===== config.mk =====
export PLATFORM = sky130hd
export DESIGN_NAME = seg7_scan4_flat
export DESIGN_NICKNAME = d
export VERILOG_FILES = /design/src/rtl/display_pkg.sv /design/src/rtl/seg7_scan4_if.sv /design/src/rtl/seg7_prescaler.sv /design/src/rtl/seg7_scan4.sv /design/src/flat_wrapper.sv
export SDC_FILE = /design/constraint.sdc
export NUM_CORES = 1
export LEC_CHECK = 0
export CORE_ASPECT_RATIO = 0.9
export CORE_UTILIZATION = 45
export DETAILED_ROUTE_END_ITERATION = 12
export PLACE_DENSITY = 0.83
export SYNTH_ARGS = -nofsm -noshare
export SYNTH_HDL_FRONTEND = slang
export SYNTH_SLANG_ARGS = --single-unit

===== constraint.sdc =====
create_clock -name clk -period 2.45 [get_ports clk]
set_clock_uncertainty 0.05 [all_clocks]
set_input_delay 0.735 -clock clk [delete_from_list [all_inputs] [get_ports clk]]
set_output_delay 0.735 -clock clk [all_outputs]
set_load 0.01 [all_outputs]

===== src/rtl/display_pkg.sv =====
// display_pkg -- shared definitions for the 7-segment display blocks.
//   SEG_BLANK  : all segments off (active-low outputs)
//   AN_OFF     : all anodes off (active-low outputs)
//   RING_FIRST : ring position for digit 0 (rightmost)
//   hex_to_seg : 4-bit nibble to active-low segments {g,f,e,d,c,b,a}.
//                All 16 codes decode, because the low digits are binary.
package display_pkg;

  localparam logic [6:0] SEG_BLANK  = 7'b1111111;
  localparam logic [3:0] AN_OFF     = 4'b1111;
  localparam logic [3:0] RING_FIRST = 4'b0001;

  function automatic logic [6:0] hex_to_seg(input logic [3:0] nib);
    logic [6:0] s;
    case (nib)
      4'h0:    s = 7'b1000000;
      4'h1:    s = 7'b1111001;
      4'h2:    s = 7'b0100100;
      4'h3:    s = 7'b0110000;
      4'h4:    s = 7'b0011001;
      4'h5:    s = 7'b0010010;
      4'h6:    s = 7'b0000010;
      4'h7:    s = 7'b1111000;
      4'h8:    s = 7'b0000000;
      4'h9:    s = 7'b0010000;
      4'ha:    s = 7'b0001000;
      4'hb:    s = 7'b0000011;
      4'hc:    s = 7'b1000110;
      4'hd:    s = 7'b0100001;
      4'he:    s = 7'b0000110;
      default: s = 7'b0001110;
    endcase
    return s;
  endfunction

endpackage


===== src/rtl/seg7_scan4_if.sv =====
// seg7_scan4_if -- bundle between the value source and the 4-digit scanner.
//   en       : display enable (0 blanks every digit)
//   val      : 16-bit value, val[3:0] is digit 0 (rightmost)
//   dig_en   : per-digit enable, 0 blanks that digit
//   dp_in    : per-digit decimal point request, active high
//   blank_lz : 1 enables leading-zero blanking
//   an/seg/dp: active-low display drive
// There is no handshake: every signal is a clk-domain level that the
// scanner samples on every rising edge; there is no valid/ready pair.
interface seg7_scan4_if;
  logic        en;
  logic [15:0] val;
  logic [3:0]  dig_en;
  logic [3:0]  dp_in;
  logic        blank_lz;
  logic [3:0]  an;
  logic [6:0]  seg;
  logic        dp;

  modport master (
    output en, val, dig_en, dp_in, blank_lz,
    input  an, seg, dp
  );

  modport slave (
    input  en, val, dig_en, dp_in, blank_lz,
    output an, seg, dp
  );
endinterface


===== src/rtl/seg7_prescaler.sv =====
// seg7_prescaler -- refresh prescaler for the digit scan.
//   clk, rst_n : clock, asynchronous active-low reset
//   tick       : high for the single cycle in which the count equals
//                REFRESH_CNT-1; the count then wraps to 0.
// Runs continuously; it does not look at the display enable.
module seg7_prescaler #(
  parameter int REFRESH_CNT = 100000,
  parameter int CNT_W       = 17
) (
  input  logic clk,
  input  logic rst_n,
  output logic tick
);

  localparam logic [CNT_W-1:0] LAST = CNT_W'(REFRESH_CNT - 1);

  logic [CNT_W-1:0] count;

  assign tick = (count == LAST);

  always_ff @(posedge clk or negedge rst_n) begin
    if (!rst_n) begin
      count <= '0;
    end else if (tick) begin
      count <= '0;
    end else begin
      count <= count + 1'b1;
    end
  end

endmodule


===== src/rtl/seg7_scan4.sv =====
// seg7_scan4 -- time-multiplexes a 16-bit value onto a common-anode
// 4-digit 7-segment display.
//   clk, rst_n : clock, asynchronous active-low reset
//   bus        : seg7_scan4_if slave (value/controls in, an/seg/dp out)
//   dbg_ring   : current one-hot digit ring (digit 0 = 4'b0001)
// A one-hot ring advances on each prescaler tick; the selected nibble is
// decoded, blanked if required, and registered. Outputs lag the ring and
// inputs by exactly one clock.
module seg7_scan4
  import display_pkg::*;
#(
  parameter int REFRESH_CNT = 100000,
  parameter int CNT_W       = 17
) (
  input  logic         clk,
  input  logic         rst_n,
  seg7_scan4_if.slave  bus,
  output logic [3:0]   dbg_ring
);

  logic       tick;
  logic [3:0] ring;
  logic [1:0] sel;
  logic [3:0] nib;
  logic       lz_blank;
  logic       blank;

  seg7_prescaler #(
    .REFRESH_CNT (REFRESH_CNT),
    .CNT_W       (CNT_W)
  ) u_prescaler (
    .clk   (clk),
    .rst_n (rst_n),
    .tick  (tick)
  );

  // Any non-one-hot value (e.g. after an upset) is forced back to digit 0
  // on the next tick instead of being rotated.
  always_ff @(posedge clk or negedge rst_n) begin
    if (!rst_n) begin
      ring <= RING_FIRST;
    end else if (tick) begin
      case (ring)
        4'b0001: ring <= 4'b0010;
        4'b0010: ring <= 4'b0100;
        4'b0100: ring <= 4'b1000;
        4'b1000: ring <= 4'b0001;
        default: ring <= RING_FIRST;
      endcase
    end
  end

  assign dbg_ring = ring;

  always_comb begin
    case (ring)
      4'b0010: sel = 2'd1;
      4'b0100: sel = 2'd2;
      4'b1000: sel = 2'd3;
      default: sel = 2'd0;
    endcase
  end

  assign nib = bus.val[{sel, 2'b00} +: 4];

  // A digit is a leading zero when it and every digit to its left are zero.
  // Digit 0 is exempt so that a value of zero still shows "0".
  always_comb begin
    case (sel)
      2'd3:    lz_blank = (bus.val[15:12] == 4'h0);
      2'd2:    lz_blank = (bus.val[15:8]  == 8'h00);
      2'd1:    lz_blank = (bus.val[15:4]  == 12'h000);
      default: lz_blank = 1'b0;
    endcase
  end

  assign blank = !bus.en || !bus.dig_en[sel] || (bus.blank_lz && lz_blank);

  always_ff @(posedge clk or negedge rst_n) begin
    if (!rst_n) begin
      bus.an  <= AN_OFF;
      bus.seg <= SEG_BLANK;
      bus.dp  <= 1'b1;
    end else if (blank) begin
      bus.an  <= AN_OFF;
      bus.seg <= SEG_BLANK;
      bus.dp  <= 1'b1;
    end else begin
      bus.an  <= ~ring;
      bus.seg <= hex_to_seg(nib);
      bus.dp  <= ~bus.dp_in[sel];
    end
  end

endmodule

===== src/flat_wrapper.sv =====
// flat-port wrapper written by rule: the top's interface ports become plain ports
module seg7_scan4_flat import display_pkg::*;
#(
  parameter int REFRESH_CNT = 100000,
  parameter int CNT_W       = 17
)
  (clk, rst_n, dbg_ring, bus_en, bus_val, bus_dig_en, bus_dp_in, bus_blank_lz, bus_an, bus_seg, bus_dp);
  seg7_scan4_if bus_i ();
  input  logic clk;
  input  logic rst_n;
  output logic [3:0] dbg_ring;
  input wire logic [$bits(bus_i.en)-1:0] bus_en;
  input wire logic [$bits(bus_i.val)-1:0] bus_val;
  input wire logic [$bits(bus_i.dig_en)-1:0] bus_dig_en;
  input wire logic [$bits(bus_i.dp_in)-1:0] bus_dp_in;
  input wire logic [$bits(bus_i.blank_lz)-1:0] bus_blank_lz;
  output wire logic [$bits(bus_i.an)-1:0] bus_an;
  output wire logic [$bits(bus_i.seg)-1:0] bus_seg;
  output wire logic [$bits(bus_i.dp)-1:0] bus_dp;
  assign bus_i.en = bus_en;
  assign bus_i.val = bus_val;
  assign bus_i.dig_en = bus_dig_en;
  assign bus_i.dp_in = bus_dp_in;
  assign bus_i.blank_lz = bus_blank_lz;
  assign bus_an = bus_i.an;
  assign bus_seg = bus_i.seg;
  assign bus_dp = bus_i.dp;
  seg7_scan4 #(.REFRESH_CNT(REFRESH_CNT), .CNT_W(CNT_W)) u_core (.clk(clk), .rst_n(rst_n), .bus(bus_i), .dbg_ring(dbg_ring));
endmodule

**Word level (Yosys, flattened, before mapping)**

Memory sizes are Yosys's and may differ from the RTL's.
Index checks and enable logic that the tools add are counted.

- Add/subtract/negate cells: 1
- Equal/unequal tests: 8
- Order comparisons: 1
- Multiplexer cells: 11
- Shift-type cells: 1
- Bitwise logic cells: 2
- Reduce and logical (&&, ||, !) cells: 8

Operator list:

| cell | number |
|---|---|
| adder 17 x 1 -> 17 bit (second input constant) | 1 |
| == test 17 bit (second input constant) | 1 |
| two-way mux 17 bit | 1 |
| indexed part select 16 x 5 -> 4 bit | 1 |
| zero test 12 bit | 1 |
| case mux 4 bit (3 select lines) | 1 |
| zero test 8 bit | 1 |
| two-way mux 7 bit | 1 |
| case mux 2 bit (3 select lines) | 1 |
| binary-select mux 1 bit (select 2 bit) | 2 |
| == test 2 bit (second input constant) | 2 |
| == test 4 x 1 -> 1 bit (second input constant) | 1 |
| == test 4 x 2 -> 1 bit (second input constant) | 1 |
| == test 4 x 3 -> 1 bit (second input constant) | 1 |
| == test 4 bit (second input constant) | 1 |
| zero test 4 bit | 1 |
| two-way mux 4 bit | 1 |
| inverter 4 bit | 1 |
| < comparator 2 x 3 -> 1 bit (second input constant) | 1 |
| two-way mux 1 bit | 3 |
| case mux 1 bit (3 select lines) | 1 |
| == test 2 x 1 -> 1 bit (second input constant) | 1 |
| zero test 1 bit | 2 |
| logical OR 1 bit | 2 |
| other kinds (2) | 2 |

- Output and inout port bits: 16
- Bits of input ports: 28
- Logic and storage cells: 38
- Memories: 1
- Bits in read-only memories: 112
- Bits in registers: 33

Memories:

| memory | depth | width | rd ports | clocked after memory_dff | wr ports | line | source |
|---|---|---|---|---|---|---|---|
| (no name shown) | 16 | 7 | 1 | 0 | 0 | display_pkg.sv:15 | `case (nib)` |

**Logic depth before layout (Yosys ltp)**

- Depth in word-level cells: 8
- Depth in mapped cells: 10
- Mapped depth without buffers: 9

**Modules after synthesis**

From an unflattened synthesis, not the netlist that was laid out.

- Cell total of the unflattened synthesis: 194
- Area total of the unflattened synthesis: 1981.9 um^2

Modules (own cells, without submodules):

| module | cells an instance | instances | area an instance (um^2) | seq. area each (um^2) |
|---|---|---|---|---|
| seg7_scan4 | 120 | 1 | 1188.6 | 416.6 |
| seg7_prescaler | 74 | 1 | 793.3 | 425.4 |

**Least setup slack after synthesis**

No wires, ideal clock.

- Path kind: register to register
- Start point: register u_core.ring[3] (netlist: u_core.dbg_ring[3])
- End point: register u_core.bus.seg[3]
- Arrival time: 2.334 ns
- Library setup time: 0.091 ns
- Required time: 2.309 ns
- Path slack: -0.025 ns
- Stages on the path, launching flop included: 10
- Cells stage by stage: dfrtp_1 -> buf_6 -> o21ai_1 -> o311ai_4 -> a222oi_1 -> inv_1 -> ha_1 -> nand2b_1 -> o211ai_1 -> o211ai_1

- Word-level cells in the longest chain between the ends: 8

RTL lines:

| element | line | source |
|---|---|---|
| start, declared | seg7_scan4.sv:22 | `logic [3:0] ring;` |
| start signal, assigned | seg7_scan4.sv:41 | `ring <= RING_FIRST;` |
| start signal, assigned | seg7_scan4.sv:44 | `4'b0001: ring <= 4'b0010;` |
| start signal, assigned | seg7_scan4.sv:45 | `4'b0010: ring <= 4'b0100;` |
| == test 4 bit (tied with other cells) | seg7_scan4.sv:56 | `case (ring)` |
| case mux 2 bit (3 select lines) * | seg7_scan4.sv:56 |  |
| parallel branches: the longest is 5 deep, another holds memory read (16 x 7 bit) | -- |  |
| two-way mux 7 bit * | seg7_scan4.sv:84 | `end else if (blank) begin` |
| end signal, assigned | seg7_scan4.sv:90 | `bus.seg <= hex_to_seg(nib);` |
| end, declared | seg7_scan4_if.sv:27 | `output an, seg, dp` |

Mark *: on every way between the ends. The select of a mux whose other input is x is not followed.
A chain may end at the register's enable or synchronous reset.

**Worst setup path after layout**

- Start point: register u_core.ring[2] (netlist: u_core.dbg_ring[2])
- End point: register u_core.bus.seg[1]

The elaborated chain is that of the path after synthesis.

==> reports/metrics.cfg <==
[outcome]
status = completed

[clocking]
clockRootBuffer = clkbuf_8
hold_buffers = 0
cts_made_buffers = 5
clkLatencyLatePin_ps = 290
htreeDepth = 2
cts_buffer_depth = 2
cts.sinks = 33
clk_pin_slew_ps = 70
cts_tree = yes

[placement]
io_buffers = 43
dp_hpwl_um = 3330
gp_congestion = 0.835
pre_cts_ws_ps = -349

[synth]
yosysSeqAreaShare = 0.445
synth_edf_count = 0
ys_ff_latch = 33
postSynthAreaPerCell_um2 = 10.3
ys.flop_type = dfrtp_1
synth_nets = 219
syn_inst = 184
ys_types = 47
ys_warn_count = 0
syn_area_um2 = 1890
ys_async_sr_fraction = 1.00

[floorplan]
die_area_um2 = 4470
core_um2 = 3860
dieWidth_um = 70.4
num_rows = 21
die_y_um = 63.6
initial_utilization = 0.490
ios = 44

[setup_path]
critPathMaxFanout = 7
cpLargestDelayFamily = compound AO/OA/AOI/OAI gates
cpMaxStageDelayCell = dfrtp_1
cp.required_ps = 2580
max_stage_delay_ps = 470
crit_buf_inv = 1
path_class = reg -> reg
crit_chain = and2b_1 -> o311ai_4 -> a221o_1 -> inv_1 -> ha_1 -> mux2i_1 -> o221ai_1
endpoint_kind = register
critPathLaunchType = register
crit_arrival_ps = 2580

[detailed_routing]
first_pass_iters = 4
ant_nets = 0
routed_via_density = 5.57
vias = 1672
wl_per_cell_um = 16.4
drt-total-wl_um = 4910
drc = 0
drt_iter0_drc = 123

[global_routing]
grt_pass1_wl_um = 7950
grt_max_degree = 34
gr-usage-all-layers = 0.227
antenna_found_initial = 0
grt_pass1_vias = 1632
grt_overflow = 0

[layout]
fillerInstances = 282
antenna_cells = 0
drive_above_1_share = 0.240
final_util = 0.696
area_delta_synth_final_pct = 41.9
finalNetCount = 288

[power]
power_mw = 1.26
ir_drop_v = 0.000270
pwr_density_cell_nw_per_um2 = 468
clock_power_share = 0.429
internal_power_uw = 978
p_comb_frac = 0.126
power.net_switching_uw = 281
swShare = 0.223
seq_power_share = 0.446
p_leak_nw = 1.18

[sta]
worst_pin_slew_ps = 559
hold_violations = 0
max_freq_mhz = 409
setup_viol = 0
slew_headroom = 0.622
min_period_ps = 2450
fin_crit_sh = 0.999
drv_slew = 0
worst_slack_ps = 3.02

[min_path]
hold_class = reg -> reg

[job]
cap_violations = 0

-- state kept, by name, indices dropped and copies added (netlist names) --
register / flops
u_core.bus.an: 4
u_core.bus.dp: 1
u_core.bus.seg: 7
u_core.dbg_ring: 4
u_core.u_prescaler.count: 17
-- power by group through the flow --
stage	registers (mW)	logic, mW	clock network, mW
final	0.561	0.158	0.540
after global routing	0.561	0.170	0.573
after CTS	0.561	0.140	0.546
after detailed placement	0.570	0.138	0
after global placement	0.570	0.134	0
after floorplan	0.573	0.0439	0
-- metrics by stage --
step / setup TNS [ps] / instances / hold WS, ps / instance area (µm²)
global route: -162 / 300 / 459 / 2690
CTS: 0 / 287 / 438 / 2570
finish: 0 / 300 / 438 / 2690
floorplan: 0 / 184 / 389 / 1900
detailed placement: -2610 / 279 / 426 / 2440
global placement: -1910 / 279 / 430 / 2440
-- layer usage --
| metal | vias up | global-route usage | routed length (µm) |
|---|---|---|---|
| li1 | 811 | - | - |
| met1 | 787 | 0.298 | 2170 |
| met2 | 56 | 0.356 | 2340 |
| met3 | 18 | 0.0544 | 253 |
| met4 | 0 | 0.0950 | 155 |
| met5 | - | 0 | 0 |
-- path summary, 6_finish.rpt --
kind                                           endpoint  slack [ps]  depth (start not counted)                         start
min                        u_core.u_prescaler.count[14]         440                          1  u_core.u_prescaler.count[14]
max reg2reg                           u_core.bus.seg[1]           3                          7            u_core.dbg_ring[2]
max                                   u_core.bus.seg[1]           3                          7            u_core.dbg_ring[2]
min in group asynchronous            u_core.dbg_ring[2]         800                          2                         rst_n
max in group asynchronous             u_core.bus.seg[1]        1220                          2                         rst_n
min reg2reg                u_core.u_prescaler.count[14]         440                          1  u_core.u_prescaler.count[14]
-- synth_stat cells, drive strengths merged (4+ instances only) --
cell type	n	area share
inv	8	0.016
nor3	5	0.013
dfstp	13	0.18
a22o	5	0.023
xnor2	6	0.028
nor2	12	0.024
o21ai	7	0.018
nand3	13	0.034
buf	6	0.025
xor2	9	0.042
mux2i	4	0.021
ha	7	0.046
nor2b	4	0.018
nand2	14	0.028
and3	9	0.030
nor4	4	0.013
dfrtp	20	0.26
-- placed cells by master (no fill, tap or decap), drive strengths merged, types with 3 or more instances in the layout --
cell type      instances
nor2b                  4
dfstp                 13
and4                   3
nor3                   5
nor4                   4
o21ai                  7
buf                   27
ha                     7
nand2                 14
nand3                 13
a222oi                 3
xnor2                  6
o211ai                 3
clkdlybuf4s50         41
dfrtp                 20
nor2                  12
inv                    8
a22o                   5
xor2                   9
mux2i                  4
clkbuf                 6
o221ai                 3
and3                   9
-- final cells by class --
| class | count | area, µm² | area share |
|---|---|---|---|
| multi-input cells | 134 | 996 | 0.371 |
| clock inverters | 2 | 37.5 | 0.0140 |
| well taps | 46 | 57.6 | 0.0214 |
| repair buffers | 70 | 638 | 0.237 |
| flip-flops and latches | 33 | 842 | 0.313 |
| clock buffers | 6 | 82.6 | 0.0307 |
| inverters | 9 | 33.8 | 0.0126 |
-- kinds of logic after synthesis --
| kind of cell | count (synthesis) | share of synthesized area |
|---|---|---|
| buf+inv | 17 | 0.0469 |
| fa+ha+maj | 7 | 0.0462 |
| simple gates | 75 | 0.225 |
| xor+xnor | 15 | 0.0694 |
| mux | 4 | 0.0211 |
| flops | 33 | 0.445 |
| compound gates | 33 | 0.147 |
-- repair_timing --
item	CTS	global route
endpoints found under the setup margin	4	6
pin swaps	0	9
setup buffers	0	13
gates resized for setup	1	7
Power figures use the tool's default switching activity.
